==> config.mk <==
export PLATFORM = sky130hd
export DESIGN_NAME = ff_pipe_elastic
export DESIGN_NICKNAME = d
export VERILOG_FILES = /design/src/rtl/ff_pkg.sv /design/src/rtl/ff_stage.sv /design/src/rtl/ff_pipe_elastic.sv
export SDC_FILE = /design/constraint.sdc
export NUM_CORES = 1
export LEC_CHECK = 0
export CAP_MARGIN = 20
export CORE_ASPECT_RATIO = 2
export CORE_UTILIZATION = 42
export DETAILED_ROUTE_END_ITERATION = 8
export HOLD_SLACK_MARGIN = 0.15
export PLACE_DENSITY_LB_ADDON = 0.1
export SETUP_SLACK_MARGIN = 0.1
export SLEW_MARGIN = 20
export SYNTH_ARGS = -nofsm -noshare
export SYNTH_HDL_FRONTEND = slang
export SYNTH_SLANG_ARGS = --single-unit
==> constraint.sdc <==
create_clock -name CK -period 2 [get_ports CK]
set_input_delay 0.2 -clock CK [delete_from_list [all_inputs] [get_ports CK]]
set_output_delay 0.2 -clock CK [all_outputs]
set_load 0.05 [all_outputs]
==> src/rtl/ff_pkg.sv <==
// Shared helpers for the CH4 register-pipeline blocks.
package ff_pkg;

   // Bits needed to count 0..depth inclusive.
   function automatic int occ_w(input int depth);
      return $clog2(depth + 1);
   endfunction

endpackage

==> src/rtl/ff_stage.sv <==
// One elastic pipeline stage: a valid bit plus a WIDTH-bit data register.
module ff_stage #(
   parameter int               WIDTH     = 8,
   parameter logic [WIDTH-1:0] RESET_VAL = '0
) (
   input  logic             CK,
   input  logic             SR,
   input  logic             CE,
   input  logic             FLUSH,
   input  logic             load,
   input  logic             in_valid,
   input  logic [WIDTH-1:0] in_data,
   output logic             valid,
   output logic [WIDTH-1:0] data
);

   always_ff @(posedge CK or posedge SR) begin
      if (SR) begin
         valid <= 1'b0;
         data  <= RESET_VAL;
      end else if (FLUSH) begin
         valid <= 1'b0;
         data  <= RESET_VAL;
      end else if (CE && load) begin
         valid <= in_valid;
         // A bubble moving in leaves the old data in place.
         if (in_valid) data <= in_data;
      end
   end

endmodule

==> src/rtl/ff_pipe_elastic.sv <==
// Elastic valid/ready register pipeline with clock enable, flush and occupancy count.
module ff_pipe_elastic
   import ff_pkg::*;
#(
   parameter int               WIDTH     = 8,
   parameter int               DEPTH     = 4,
   parameter logic [WIDTH-1:0] RESET_VAL = '0
) (
   input  logic                        CK,
   input  logic                        SR,
   input  logic                        CE,
   input  logic                        FLUSH,
   input  logic                        I_VALID,
   output logic                        I_READY,
   input  logic [WIDTH-1:0]            D,
   output logic                        O_VALID,
   input  logic                        O_READY,
   output logic [WIDTH-1:0]            Q,
   output logic [occ_w(DEPTH)-1:0]     OCCUPANCY
);

   localparam int             OW      = occ_w(DEPTH);
   localparam logic [OW-1:0]  OCC_ONE = OW'(1);

   if (DEPTH < 1) begin : g_depth_chk
      $error("ff_pipe_elastic: DEPTH must be >= 1");
   end

   logic [DEPTH-1:0] valid;
   logic [WIDTH-1:0] data [DEPTH];
   logic [DEPTH:0]   adv;
   logic             in_xfer;
   logic             out_xfer;

   // A stage may load when it is empty or its successor is moving on.
   always_comb begin
      adv        = '0;
      adv[DEPTH] = O_READY;
      for (int i = DEPTH - 1; i >= 0; i--) begin
         adv[i] = !valid[i] || adv[i+1];
      end
   end

   assign I_READY  = CE && adv[0];
   assign in_xfer  = I_VALID && I_READY;
   assign out_xfer = CE && O_VALID && O_READY;
   assign O_VALID  = valid[DEPTH-1];
   assign Q        = data[DEPTH-1];

   for (genvar i = 0; i < DEPTH; i++) begin : g_stage
      logic             src_valid;
      logic [WIDTH-1:0] src_data;

      if (i == 0) begin : g_head
         assign src_valid = I_VALID;
         assign src_data  = D;
      end else begin : g_body
         assign src_valid = valid[i-1];
         assign src_data  = data[i-1];
      end

      ff_stage #(
         .WIDTH     (WIDTH),
         .RESET_VAL (RESET_VAL)
      ) u_stage (
         .CK       (CK),
         .SR       (SR),
         .CE       (CE),
         .FLUSH    (FLUSH),
         .load     (adv[i]),
         .in_valid (src_valid),
         .in_data  (src_data),
         .valid    (valid[i]),
         .data     (data[i])
      );
   end

   always_ff @(posedge CK or posedge SR) begin
      if (SR) begin
         OCCUPANCY <= '0;
      end else if (FLUSH) begin
         OCCUPANCY <= '0;
      end else if (in_xfer && !out_xfer) begin
         OCCUPANCY <= OCCUPANCY + OCC_ONE;
      end else if (!in_xfer && out_xfer) begin
         OCCUPANCY <= OCCUPANCY - OCC_ONE;
      end
   end

endmodule

==> results_dict.tcl <==
set metrics [dict create \
    status "finished clean" \
    h-tree-depth 2 \
    slew_violations 0 \
    synth.distinct_cells 30 \
    dp_slack_ns -0.228 \
    cp.arrival_ns 2.05 \
    synth-simple-area-share 0.138 \
    synth_adder_area_share 0.0114 \
    dieArea_um2 4450 \
    antenna_found_initial 0 \
    viasPerCell 4.94 \
    worst_skew_pair.late_latency_ns 0.28 \
    drc 0 \
    ios 27 \
    avgSynthCellArea_um2 11.1 \
    setup_tns_ns 0 \
    port_buffers 26 \
    critPathMaxFanout 2 \
    critPathSlowestCell "clkdlybuf4s50_1" \
    wl_mm 3.67 \
    hold_ws_ns 0.331 \
    hold_buffers 0 \
    fmax_mhz 529 \
    syn-num-nets 173 \
    routedWlPerCell_um 14.7 \
    relSlewSlack 0.666 \
    yosys.area.top_type "dfrtp_1" \
    layout_setup_ws_ns 0.109 \
    power.ir.vdd_worst_mv 0.520 \
    synth_ff_type "dfrtp_1" \
    synthCells 158 \
    finalCriticalPeriod_ns 1.89 \
    synth_top_family_by_area "multiplexers" \
    synth_xor_area_frac 0 \
    p_leak_nw 1.00 \
    gp_congestion 0.672 \
    crit_path_max_incr_delay_ns 0.42 \
    clockBufferDepth 2 \
    synth_area_leaders "dfrtp_1 (56%), mux2i_1 (19%), nor2_1 (8.1%), a21oi_1 (1.7%), inv_1 (1.3%)" \
    synth_common_cells "dfrtp_1 (39), nor2_1 (38), mux2i_1 (33)" \
    dp_hpwl_mm 2.61 \
    grt_pass1_wl_mm 5.77 \
    crit_chain "clkdlybuf4s50_1 -> and4b_2 -> a21oi_4 -> nand2_4 -> inv_2 -> fa_2 -> a211oi_2 -> mux2i_1 -> o311ai_1" \
    cp.required_ns 2.16 \
    drive_above_1_share 0.171 \
    grt_remaining_overflow 0 \
    synth-warning-count 0 \
    drt-pass1-iter-count 4 \
    synth_area_um2 1750 \
    drtAntennaViolNets 0 \
    hold_violations 0 \
    cts_buffers 5 \
    worstSetupPathDepth 9 \
    muxShareOfSynthArea 0.195 \
    totalPowerFinal_mw 1.56 \
    rsz0062_at_grt "true" \
    n_antenna_cell 0 \
    synth_top_area_frac 0.557 \
    synth_edf_count 0 \
    grt_pass1_vias 1258 \
    root_buffer "clkbuf_8" \
    start_util 0.446 \
    synth-async-reset-ratio 1.00 \
    coreArea_um2 3920 \
    maxCapViolCount 0 \
    chipHeight_um 93.3 \
    grt_use_total 0.189 \
    vias 1236 \
    die_x_um 47.7 \
    clock-sinks 39 \
    final_nets 213 \
    area_delta_synth_final_pct 29.6 \
    drtIter0Drc 19 \
    synth-compound-area-share 0.0650 \
    finalSetupViolCount 0 \
    p_per_area_nw_per_um2 686 \
    worstSetupPathType "input pin to flip-flop" \
    ys_seq_area_frac 0.557 \
    cp_num_buf_inv 2 \
    worst_slew_pin_slew_ns 0.499 \
    clk_pin_slew_worst_paths_ns 0.07 \
    r2r_slack_ns 0.12 \
    hold_class "input pin to async pin" \
    cp_top_family "buffers and inverters" \
    cts_tree "done" \
    synth_seq_cells 39 \
    final_util 0.578 \
    grt_max_degree 40 \
    synth_most_common_cell "dfrtp_1" \
    fin_worst_skew_ns 0.00449 \
    rows 32 \
    period_share 0.946 \
    endpoint_kind "flip-flop" \
    worstRegToRegCells 8 \
    crit_path_start_kind "input pin" \
]
## metrics by stage
step	instance area, µm²	cells
6_report	2270	250
5_1_grt	2270	250
4_1_cts	2250	248
3_5_place_dp	2150	239
3_3_place_gp	2150	239
2_1_floorplan	1770	158
## kinds of logic after synthesis
family	count (synthesis)
buf+inv	13
simple gates	55
mux	34
fa+ha+maj	1
flops	39
compound gates	16
## cell usage in the layout, fill, tap and decap left out, types with 4 or more instances in the layout
master / count
dfrtp_1: 38
nor2_1: 38
mux2i_1: 33
clkdlybuf4s50_1: 25
buf_4: 14
clkbuf_8: 7
nand2_1: 6
a21oi_1: 6
inv_1: 5
o21ai_0: 4
## flip-flops by register name, indices dropped and copies added, names as in the netlist
register and flops:
g_stage.u_stage.valid 4, OCCUPANCY 3, g_stage.u_stage.data 32
## power by group
group          leakage (nW)  internal [mW]  total [mW]  switching [mW]
combinational         0.414         0.0766       0.171          0.0948
sequential            0.537          0.803       0.815          0.0117
clock                0.0515          0.315       0.570           0.255
## timing repair
action | CTS | global route
pin swaps | 1 | 3
endpoints found under the setup margin | 1 | 1
hold endpoints to repair | 0 | 0
gates cloned | 0 | 0
buffers inserted | 1 | 2
resized for setup | 1 | 0
## final timing paths
| path | start | endpoint |
|---|---|---|
| setup / recovery | O_READY | OCCUPANCY[2]$_DFFE_PP0P_ |
| hold / removal | SR | g_stage[2].u_stage.valid$_DFFE_PP0P_ |
| setup reg to reg | g_stage[3].u_stage.valid$_DFFE_PP0P_ | OCCUPANCY[2]$_DFFE_PP0P_ |
| hold reg to reg | g_stage[2].u_stage.data[3]$_DFFE_PP0P_ | g_stage[2].u_stage.data[3]$_DFFE_PP0P_ |
| max in group asynchronous | SR | g_stage[3].u_stage.valid$_DFFE_PP0P_ |
| min in group CK | g_stage[2].u_stage.data[3]$_DFFE_PP0P_ | g_stage[2].u_stage.data[3]$_DFFE_PP0P_ |
## final cells by class
type	count	area (µm²)
repair buffers	40	375
inverters	6	22.5
flip-flops and latches	39	977
multi-input cells	106	731
well taps	51	63.8
clock buffers	8	100
fillers	379	1650
## tightest hold or removal path: stages
cell             delay (ns)
clkdlybuf4s50_1        0.39
inv_1                  0.05
buf_4                  0.41
## metal layers
layer | vias to the layer above | routed length [µm] | global-route usage
met3 | 5 | 91 | 0.0347
met5 | - | 0 | 0
met2 | 21 | 2180 | 0.334
met4 | 0 | 63 | 0.0833
met1 | 608 | 1330 | 0.201
li1 | 602 | - | -
No activity file was read; power rests on OpenSTA's default activity.
